[config.mk]
export PLATFORM = sky130hd
export DESIGN_NAME = muldiv_unit_flat
export DESIGN_NICKNAME = d
export VERILOG_FILES = /design/src/rtl/muldiv_unit_pkg.sv /design/src/rtl/muldiv_unit_if.sv /design/src/rtl/muldiv_unit_div_iter.sv /design/src/rtl/muldiv_unit.sv /design/src/flat_wrapper.sv
export SDC_FILE = /design/constraint.sdc
export NUM_CORES = 2
export LEC_CHECK = 0
export CORE_ASPECT_RATIO = 1.25
export CORE_UTILIZATION = 45
export DETAILED_ROUTE_END_ITERATION = 12
export GPL_TIMING_DRIVEN = 0
export PLACE_DENSITY_LB_ADDON = 0.3
export SLEW_MARGIN = 20
export SYNTH_ARGS = -nofsm -noshare
export SYNTH_HDL_FRONTEND = slang
export SYNTH_SLANG_ARGS = --single-unit
export TNS_END_PERCENT = 100
[constraint.sdc]
create_clock -name clk -period 5.7 [get_ports clk]
set_input_delay 1.71 -clock clk [delete_from_list [all_inputs] [get_ports clk]]
set_output_delay 1.71 -clock clk [all_outputs]
set_load 0.1 [all_outputs]
[src/rtl/muldiv_unit_pkg.sv]
// Shared types for the multiply/divide unit: operation and FSM state
// encodings, plus the instruction decode used by both control and this unit.
package muldiv_unit_pkg;

   typedef enum logic [2:0] {
      OP_NONE  = 3'd0,
      OP_MULT  = 3'd1,
      OP_MULTU = 3'd2,
      OP_DIV   = 3'd3,
      OP_DIVU  = 3'd4,
      OP_MTHI  = 3'd5,
      OP_MTLO  = 3'd6
   } muldiv_op_t;

   typedef enum logic [1:0] {
      ST_IDLE = 2'd0,
      ST_MUL  = 2'd1,
      ST_DIV  = 2'd2
   } muldiv_state_t;

   localparam logic [5:0] OPC_SPECIAL = 6'h00;
   localparam logic [5:0] FN_MTHI     = 6'h11;
   localparam logic [5:0] FN_MTLO     = 6'h13;
   localparam logic [5:0] FN_MULT     = 6'h18;
   localparam logic [5:0] FN_MULTU    = 6'h19;
   localparam logic [5:0] FN_DIV      = 6'h1a;
   localparam logic [5:0] FN_DIVU     = 6'h1b;

   // Map a MIPS (opcode, funct) pair onto the unit operation; anything else is NONE.
   function automatic muldiv_op_t decode_muldiv(input logic [5:0] opcode,
                                                input logic [5:0] funct);
      decode_muldiv = OP_NONE;
      if (opcode == OPC_SPECIAL) begin
         case (funct)
            FN_MULT:  decode_muldiv = OP_MULT;
            FN_MULTU: decode_muldiv = OP_MULTU;
            FN_DIV:   decode_muldiv = OP_DIV;
            FN_DIVU:  decode_muldiv = OP_DIVU;
            FN_MTHI:  decode_muldiv = OP_MTHI;
            FN_MTLO:  decode_muldiv = OP_MTLO;
            default:  decode_muldiv = OP_NONE;
         endcase
      end
   endfunction

endpackage

[src/rtl/muldiv_unit_if.sv]
// Issue/result bundle between the execute stage (master) and the unit (slave).
interface muldiv_unit_if
   import muldiv_unit_pkg::*;
#(
   parameter int WIDTH = 32
);
   logic             req_valid;
   logic             req_ready;
   muldiv_op_t       req_op;
   logic [WIDTH-1:0] req_a;
   logic [WIDTH-1:0] req_b;
   logic             flush;
   logic             busy;
   logic             done;
   logic [WIDTH-1:0] hi;
   logic [WIDTH-1:0] lo;

   modport master (
      output req_valid, req_op, req_a, req_b, flush,
      input  req_ready, busy, done, hi, lo
   );

   modport slave (
      input  req_valid, req_op, req_a, req_b, flush,
      output req_ready, busy, done, hi, lo
   );
endinterface

[src/rtl/muldiv_unit_div_iter.sv]
// Restoring unsigned divider, one quotient bit per cycle. The final
// iteration's result is presented combinationally while fin is high so the
// parent can commit it on the same edge that would have stored it.
module div_iter #(
   parameter int WIDTH = 32
) (
   input  logic             clk,
   input  logic             resetn,
   input  logic             start,
   input  logic             abort,
   input  logic [WIDTH-1:0] dividend,
   input  logic [WIDTH-1:0] divisor,
   output logic             fin,
   output logic [WIDTH-1:0] quo,
   output logic [WIDTH-1:0] rem
);
   localparam int CW = $clog2(WIDTH + 1);

   logic [CW-1:0]    cnt;
   logic [WIDTH-1:0] rem_q;
   logic [WIDTH-1:0] quo_q;
   logic [WIDTH-1:0] dvs_q;
   logic [WIDTH:0]   partial;
   logic             take;
   logic [WIDTH-1:0] rem_nxt;
   logic [WIDTH-1:0] quo_nxt;

   // One restoring step: shift in the next dividend bit, subtract if it fits.
   always_comb begin
      partial = {rem_q, quo_q[WIDTH-1]};
      take    = (partial >= {1'b0, dvs_q});
      rem_nxt = take ? (partial[WIDTH-1:0] - dvs_q) : partial[WIDTH-1:0];
      quo_nxt = {quo_q[WIDTH-2:0], take};
   end

   // Shift registers and iteration counter; abort parks the counter at zero.
   always_ff @(posedge clk or negedge resetn) begin
      if (!resetn) begin
         cnt   <= '0;
         rem_q <= '0;
         quo_q <= '0;
         dvs_q <= '0;
      end else if (abort) begin
         cnt <= '0;
      end else if (start) begin
         cnt   <= CW'(WIDTH);
         rem_q <= '0;
         quo_q <= dividend;
         dvs_q <= divisor;
      end else if (cnt != '0) begin
         cnt   <= cnt - CW'(1);
         rem_q <= rem_nxt;
         quo_q <= quo_nxt;
      end
   end

   assign fin = (cnt == CW'(1));
   assign quo = quo_nxt;
   assign rem = rem_nxt;

endmodule

[src/rtl/muldiv_unit.sv]
// Multi-cycle multiply/divide unit owning the architectural HI/LO registers.
//
//   state   | meaning
//   --------+-------------------------------------------------------------
//   ST_IDLE | ready for an op; MTHI/MTLO complete here in one edge
//   ST_MUL  | product travelling down the multiplier register chain
//   ST_DIV  | div_iter producing one quotient bit per cycle
module muldiv_unit
   import muldiv_unit_pkg::*;
#(
   parameter int WIDTH   = 32,
   parameter int MUL_LAT = 2
) (
   input logic          clk,
   input logic          resetn,
   muldiv_unit_if.slave bus
);
   localparam int MCW = (MUL_LAT > 1) ? $clog2(MUL_LAT) : 1;

   muldiv_state_t    state;
   logic [MCW-1:0]   mul_cnt;
   logic [WIDTH-1:0] hi_q;
   logic [WIDTH-1:0] lo_q;
   logic             done_q;
   logic [WIDTH-1:0] a_q;
   logic [WIDTH-1:0] b_q;
   logic             div_signed;

   logic [2*WIDTH-1:0] prod_pipe [MUL_LAT];

   logic               accept;
   logic               op_signed;
   logic               is_mul;
   logic               is_div;
   logic [2*WIDTH-1:0] ext_a;
   logic [2*WIDTH-1:0] ext_b;
   logic [2*WIDTH-1:0] product;
   logic [WIDTH-1:0]   mag_a;
   logic [WIDTH-1:0]   mag_b;
   logic               div_fin;
   logic [WIDTH-1:0]   div_quo;
   logic [WIDTH-1:0]   div_rem;
   logic [WIDTH-1:0]   quo_fix;
   logic [WIDTH-1:0]   rem_fix;

   // Accept decode and operand preparation for both datapaths.
   always_comb begin
      accept    = bus.req_valid && (state == ST_IDLE) && !bus.flush && (bus.req_op != OP_NONE);
      op_signed = (bus.req_op == OP_MULT) || (bus.req_op == OP_DIV);
      is_mul    = (bus.req_op == OP_MULT) || (bus.req_op == OP_MULTU);
      is_div    = (bus.req_op == OP_DIV)  || (bus.req_op == OP_DIVU);
      ext_a     = op_signed ? {{WIDTH{bus.req_a[WIDTH-1]}}, bus.req_a} : {{WIDTH{1'b0}}, bus.req_a};
      ext_b     = op_signed ? {{WIDTH{bus.req_b[WIDTH-1]}}, bus.req_b} : {{WIDTH{1'b0}}, bus.req_b};
      product   = ext_a * ext_b;
      mag_a     = (op_signed && bus.req_a[WIDTH-1]) ? -bus.req_a : bus.req_a;
      mag_b     = (op_signed && bus.req_b[WIDTH-1]) ? -bus.req_b : bus.req_b;
   end

   // Multiplier chain: product captured at accept, then shifted toward the last stage.
   always_ff @(posedge clk or negedge resetn) begin
      if (!resetn) begin
         for (int i = 0; i < MUL_LAT; i++) prod_pipe[i] <= '0;
      end else begin
         if (accept && is_mul) prod_pipe[0] <= product;
         for (int i = 1; i < MUL_LAT; i++) prod_pipe[i] <= prod_pipe[i-1];
      end
   end

   div_iter #(.WIDTH(WIDTH)) u_div_iter (
      .clk      (clk),
      .resetn   (resetn),
      .start    (accept && is_div),
      .abort    (bus.flush),
      .dividend (mag_a),
      .divisor  (mag_b),
      .fin      (div_fin),
      .quo      (div_quo),
      .rem      (div_rem)
   );

   // Sign fix-up of the magnitude result; a zero divisor yields all-ones / dividend.
   always_comb begin
      quo_fix = div_quo;
      rem_fix = div_rem;
      if (b_q == '0) begin
         quo_fix = '1;
         rem_fix = a_q;
      end else if (div_signed) begin
         if (a_q[WIDTH-1] ^ b_q[WIDTH-1]) quo_fix = -div_quo;
         if (a_q[WIDTH-1])                rem_fix = -div_rem;
      end
   end

   // Control FSM with HI/LO commit and the done pulse.
   always_ff @(posedge clk or negedge resetn) begin
      if (!resetn) begin
         state      <= ST_IDLE;
         mul_cnt    <= '0;
         hi_q       <= '0;
         lo_q       <= '0;
         done_q     <= 1'b0;
         a_q        <= '0;
         b_q        <= '0;
         div_signed <= 1'b0;
      end else begin
         done_q <= 1'b0;
         case (state)
            ST_IDLE: begin
               if (accept) begin
                  case (bus.req_op)
                     OP_MTHI: begin
                        hi_q   <= bus.req_a;
                        done_q <= 1'b1;
                     end
                     OP_MTLO: begin
                        lo_q   <= bus.req_a;
                        done_q <= 1'b1;
                     end
                     OP_MULT, OP_MULTU: begin
                        state   <= ST_MUL;
                        mul_cnt <= MCW'(MUL_LAT - 1);
                     end
                     OP_DIV, OP_DIVU: begin
                        state      <= ST_DIV;
                        a_q        <= bus.req_a;
                        b_q        <= bus.req_b;
                        div_signed <= op_signed;
                     end
                     default: ;
                  endcase
               end
            end
            ST_MUL: begin
               if (bus.flush) begin
                  state <= ST_IDLE;
               end else if (mul_cnt == '0) begin
                  hi_q   <= prod_pipe[MUL_LAT-1][2*WIDTH-1:WIDTH];
                  lo_q   <= prod_pipe[MUL_LAT-1][WIDTH-1:0];
                  done_q <= 1'b1;
                  state  <= ST_IDLE;
               end else begin
                  mul_cnt <= mul_cnt - MCW'(1);
               end
            end
            ST_DIV: begin
               if (bus.flush) begin
                  state <= ST_IDLE;
               end else if (div_fin) begin
                  hi_q   <= rem_fix;
                  lo_q   <= quo_fix;
                  done_q <= 1'b1;
                  state  <= ST_IDLE;
               end
            end
            default: state <= ST_IDLE;
         endcase
      end
   end

   assign bus.req_ready = (state == ST_IDLE);
   assign bus.busy      = (state != ST_IDLE);
   assign bus.done      = done_q;
   assign bus.hi        = hi_q;
   assign bus.lo        = lo_q;

endmodule

[src/flat_wrapper.sv]
// flat-port wrapper written by rule: the top's interface ports become plain ports
module muldiv_unit_flat import muldiv_unit_pkg::*;
#(
   parameter int WIDTH   = 32,
   parameter int MUL_LAT = 2
)
  (clk, resetn, bus_req_valid, bus_req_op, bus_req_a, bus_req_b, bus_flush, bus_req_ready, bus_busy, bus_done, bus_hi, bus_lo);
  muldiv_unit_if #(.WIDTH(WIDTH)) bus_i ();
  input logic clk;
  input logic resetn;
  input wire logic [$bits(bus_i.req_valid)-1:0] bus_req_valid;
  input wire logic [$bits(bus_i.req_op)-1:0] bus_req_op;
  input wire logic [$bits(bus_i.req_a)-1:0] bus_req_a;
  input wire logic [$bits(bus_i.req_b)-1:0] bus_req_b;
  input wire logic [$bits(bus_i.flush)-1:0] bus_flush;
  output wire logic [$bits(bus_i.req_ready)-1:0] bus_req_ready;
  output wire logic [$bits(bus_i.busy)-1:0] bus_busy;
  output wire logic [$bits(bus_i.done)-1:0] bus_done;
  output wire logic [$bits(bus_i.hi)-1:0] bus_hi;
  output wire logic [$bits(bus_i.lo)-1:0] bus_lo;
  assign bus_i.req_valid = bus_req_valid;
  assign bus_i.req_op = bus_req_op;
  assign bus_i.req_a = bus_req_a;
  assign bus_i.req_b = bus_req_b;
  assign bus_i.flush = bus_flush;
  assign bus_req_ready = bus_i.req_ready;
  assign bus_busy = bus_i.busy;
  assign bus_done = bus_i.done;
  assign bus_hi = bus_i.hi;
  assign bus_lo = bus_i.lo;
  muldiv_unit #(.WIDTH(WIDTH), .MUL_LAT(MUL_LAT)) u_core (.clk(clk), .resetn(resetn), .bus(bus_i));
endmodule
Word level (Yosys, flattened, before mapping):

Index checks and enable logic that the tools add are counted.

* bits in registers: 363
* bits of input ports: 71
* output and inout port bits: 67
* word-level logic and storage cells: 126

* $add $sub $neg: 7
* $mul: 1
* magnitude comparators: 1
* equal/unequal tests: 20
* mux-type cells: 51
* bitwise operators: 2
* reductions and logical operators: 30

Operators with widths (count)
* 32-bit two-way mux: 25
* 32-bit case mux with 3 select lines: 2
* 64-bit two-way mux: 2
* 32-bit negation: 4
* 64-bit by 64-bit multiplier with 64-bit output: 1
* 33-bit by 32-bit greater-or-equal comparator with 1-bit output: 1
* 32-bit zero test: 1
* 32-bit subtractor: 1
* 6-bit two-way mux: 3
* 7-bit AND reduction: 2
* 1-bit two-way mux: 10
* 2-bit two-way mux: 5
* 2-bit by 1-bit inequality test with 1-bit output, second input constant: 5
* 3-bit equality test, second input constant: 3
* 3-bit nonzero test: 3
* 4-bit AND reduction: 2
* 1-bit logical AND: 7
* 3-bit by 2-bit equality test with 1-bit output, second input constant: 2
* 6-bit by 1-bit equality test with 1-bit output, second input constant: 1
* 2-bit inequality test, second input constant: 3
* 2-bit case mux with 3 select lines: 1
* 2-bit nonzero test: 3
* 6-bit nonzero test: 1
* 2-bit OR reduction: 3
* 18 further kinds: 21

Depth between registers and ports, before layout:

* depth after elaboration: 9
* depth in mapped cells: 39
* mapped depth without buffers: 35

Hierarchy:

A second synthesis with hierarchy kept.

* cells, all modules: 7255
* area, all modules: 67466.0 um^2

By module, submodules not included
* muldiv_unit: times used 1, cells an instance 6472, area an instance 60722.0 um^2, seq. area each 6531.3 um^2
* div_iter: times used 1, cells an instance 783, area an instance 6744.0 um^2, seq. area each 2552.4 um^2

Worst setup path before layout:

No wires, ideal clock.

* path type: input -> register
* start point: input port bus_req_op[2]
* end point: register u_core.prod_pipe[127] (netlist bit)
* library setup time: 94 ps
* arrival: 11076 ps
* data required time: 5606 ps
* setup slack: -5470 ps
* stages on the path: 34
* buffers on the path: 5
* cells stage by stage: clkbuf_1 nor2b_1 and2_1 clkbuf_1 clkbuf_1 buf_1 nand2_1 fa_1 inv_1 fa_1 fa_1 inv_1 fa_1 inv_1 fa_1 fa_1 fa_1 fa_1 fa_1 inv_1 fa_1 inv_1 ha_1 and2_0 clkbuf_1 nand3_1 o21ai_0 a21oi_1 o221ai_1 o21ba_2 o31a_1 o21ai_0 nor4_1 a211oi_1

* cells in the longest elaborated chain, start to end: 4
* elaborated cells on any way between the ends: 11
* classes of those cells: 1 x mul; 3 x eq/ne; 2 x mux; 5 x reduce/logical

RTL lines
* start: declaration: RTL line flat_wrapper.sv:12 `input wire logic [$bits(bus_i.req_op)-1:0] bus_req_op;`
* 3-bit by 1-bit equality test with 1-bit output / 3-bit by 2-bit equality test with 1-bit output (equally long branches): RTL line muldiv_unit.sv:49, muldiv_unit.sv:50
* 1-bit logical OR: RTL line muldiv_unit.sv:49 `op_signed = (bus.req_op == OP_MULT) || (bus.req_op == OP_DIV);`
* 64-bit two-way mux, on equally long branches: RTL line muldiv_unit.sv:52, muldiv_unit.sv:53
* 64-bit by 64-bit multiplier with 64-bit output: RTL line muldiv_unit.sv:54 `product = ext_a * ext_b;`
* end: declaration: RTL line muldiv_unit.sv:29 `logic [2*WIDTH-1:0] prod_pipe [MUL_LAT];`

Several ways; a longest one is shown, not always the timed one.
A chain may end at the register's enable or synchronous reset.

Worst setup path after layout:

* start point: input port bus_req_op[0]
* end point: register u_core.prod_pipe[127] (netlist bit)

Same word-level chain as after synthesis.

==> results.tsv <==
metric	value	unit
Chip Height	434	um
routability cong.	1.08	
yosys warns	0	
die extent in x	348	um
Core Box Area	148000	sq um
FFs w/ async S/R, synth	100	%
failing checks	setup timing	
Die Area	151000	sq um
I/O Pins	138	
share of cells above drive strength 1	17.5	%
Tcrit/Tclk final	177	%
R2R Path Start	u_core.u_div_iter.rem_q[3]	
DRC violations left	0	
critical path endpoint category	flop	
DP HPWL	239	mm
count of different cell masters after synthesis	99	
grt total ovfl	0	
largest net degree at the start of global routing	90	
final hold violation count	0	
main flop type after synthesis	dfrtp_1	
fillcell total	13094	
Max stage delay on crit path	0.67	ns
Min-Delay Endpoint	u_core.prod_pipe[43]	
nets	9776	
Starting Density	45.3	%
Clock Path Buffers	3	
row cnt	158	
CP max FO	5	
Worst EP required	6.20	ns
vias in the first global route	58749	
CP Launch Point	bus_req_op[0]	
RSZ-0062 raised after global routing	true	
worst slew pin tran	1.13	ns
port bufs	103	
all-layer global routing usage	39.7	%
worst setup margin	-4.41	ns
Finish-stage setup viols	60	
number of H-tree levels	2	
Hold Path Stages	0	
max capacitance violation total	0	
Iteration-0 DRC Markers	5658	
vias per cell	5.79	
Synth Net Count	9272	
final wirelength	299	mm
clk_lat worst skew	0.60	ns
Syn Area/Cell	9.05	sq um
most used cell, CP	fa_2	
clock skew	0.0266	ns
reg-to-reg endpoint	u_core.bus.hi[22]	
Tmin final	10.11	ns
Fmax	0.0989	GHz
EDFF count, synth	0	
sequential fraction of the synthesis area	13.5	%
first-pass GRT wire length	419	mm
Slowest cell on crit path	fa_2	
Syn Inst Count	7429	
crit start category	input pin	
Worst Hold Class	reg -> reg	
initial antenna violation count	35	
total CTS buffers	38	
Synth Register Bits	363	
Netlist Area Pre-Place	67200	sq um
CTS Root Cell	clkbuf_16	
CTS tree	yes	
R2R depth	19	
outcome	finished with violations	
WP data arrival	10.61	ns
Hold Path Origin	u_core.prod_pipe[107]	
critical path class	in -> reg	
Final Max Tran Viols	0	
reg-to-reg slack, setup	-0.35	ns
# clock sinks	363	
Clock Pin Slew Worst Setup and Hold Paths	0.06	ns
DRT Pass-1 Iters	6	
Layout area overhead	21.7	%
Vias	57258	
worst slew margin relative to its limit	24.2	%
WL/cell	30.2	um
post-route ant nets	0	
hold_ws	0.372	ns
[logic make-up after synthesis]
group,synth area share [%]
multiplexers,0.210
XOR/XNOR,3.38
flip-flops,13.5
adder cells (fa/ha/maj),48.8
buffers and inverters,11.4
AND/OR/NAND/NOR,14.1
AO/OA/AOI/OAI,8.55
[cell usage after synthesis, types with 69 or more instances]
cell type,n,area share [%]
nor2_1,196,1.1
a21oi_1,196,1.5
fa_1,1414,42
a21o_1,96,1.1
buf_1,69,0.39
inv_1,1578,8.8
nand2_1,1264,7.1
clkbuf_1,349,1.9
o21ai_0,296,2.2
ha_1,358,6.7
dfrtp_1,363,14
xor2_1,104,1.4
and2_1,373,3.5
xnor2_1,155,2.0
[worst max-delay path by stage]
stage / cells after the start / end
after detailed placement: 33 / u_core.prod_pipe[127]
after floorplan: 35 / u_core.prod_pipe[127]
after CTS: 38 / u_core.prod_pipe[127]
after global placement: 1 / u_core.b_q[29]
final: 37 / u_core.prod_pipe[127]
after global routing: 37 / u_core.prod_pipe[127]
[stage by stage]
stage	instances	setup TNS, ns	setup slack, ns	area (sq um)	util [%]
2_1_floorplan	7429	-172.13	-4.38	69400	-
3_5_place_dp	9459	-321.83	-7.65	73000	49.2
6_report	9888	-183.66	-4.41	81800	55.2
3_3_place_gp	9452	-5197.21	-13.36	72800	49.1
5_1_grt	9880	-192.29	-4.56	81800	55.2
4_1_cts	9794	-181.24	-4.44	80300	54.2
[cell type report]
cell class                      count  area (sq um)  area share, %
Multi-Input combinational cell   5047         53300           65.1
Sequential cell                   363          9080           11.1
Inverter                         1581          5960           7.29
Buffer                            420          5090           6.22
Timing Repair Buffer              482          4690           5.74
Tap cell                         1920          2400           2.94
Clock buffer                       51          1070           1.31
Clock inverter                     14           203          0.248
Antenna cell                       10          25.0         0.0306
[repair_timing]
action,CTS,global route
resized for setup,961,266
hold buffers,0,0
setup endpoints to repair,86,78
gates cloned,8,0
buffers inserted,275,91
pin swaps,301,232
[layout by cell type, fill, tap and decap left out, types with 55 or more instances in the layout]
cell type,n
ha_1,300
clkdlybuf4s50_1,72
clkbuf_8,69
dfrtp_1,363
xor2_1,86
clkbuf_16,127
inv_1,1473
a21o_1,95
xnor2_1,129
inv_2,96
buf_6,67
fa_2,159
ha_4,55
o21ai_0,208
o21ai_1,66
buf_12,69
nand2_1,1209
and2_1,355
clkbuf_1,129
nor2_1,186
fa_1,1255
buf_4,300
a21oi_1,158
[state kept, by name (all words and copies together) (netlist names)]
| register | flops |
|---|---|
| u_core.a_q | 32 |
| u_core.b_q | 32 |
| u_core.bus.done | 1 |
| u_core.bus.hi | 32 |
| u_core.bus.lo | 32 |
| u_core.div_signed | 1 |
| u_core.mul_cnt | 1 |
| u_core.prod_pipe | 128 |
| u_core.state | 2 |
| u_core.u_div_iter.cnt | 6 |
| u_core.u_div_iter.dvs_q | 32 |
| u_core.u_div_iter.quo_q | 32 |
| u_core.u_div_iter.rem_q | 32 |
[critical path, delay by kind of cell]
kind | cells | cell delay [ns]
compound gates | 6 | 1.04
fa+ha+maj | 11 | 5.61
buf+inv | 14 | 1.48
simple gates | 6 | 0.74
[metal layers]
layer	vias to the layer above	share of wire (%)	routed length, um	global-route usage [%]
li1	23412	-	-	-
met1	29345	34	101000	45.2
met2	3333	45	133000	62.2
met3	1150	10	30800	10.5
met4	18	11	32900	34.1
met5	-	0.040	118	0
Power is not shown: default switching activity piles up to over one toggle a cycle in this logic, so the estimate is an artifact.
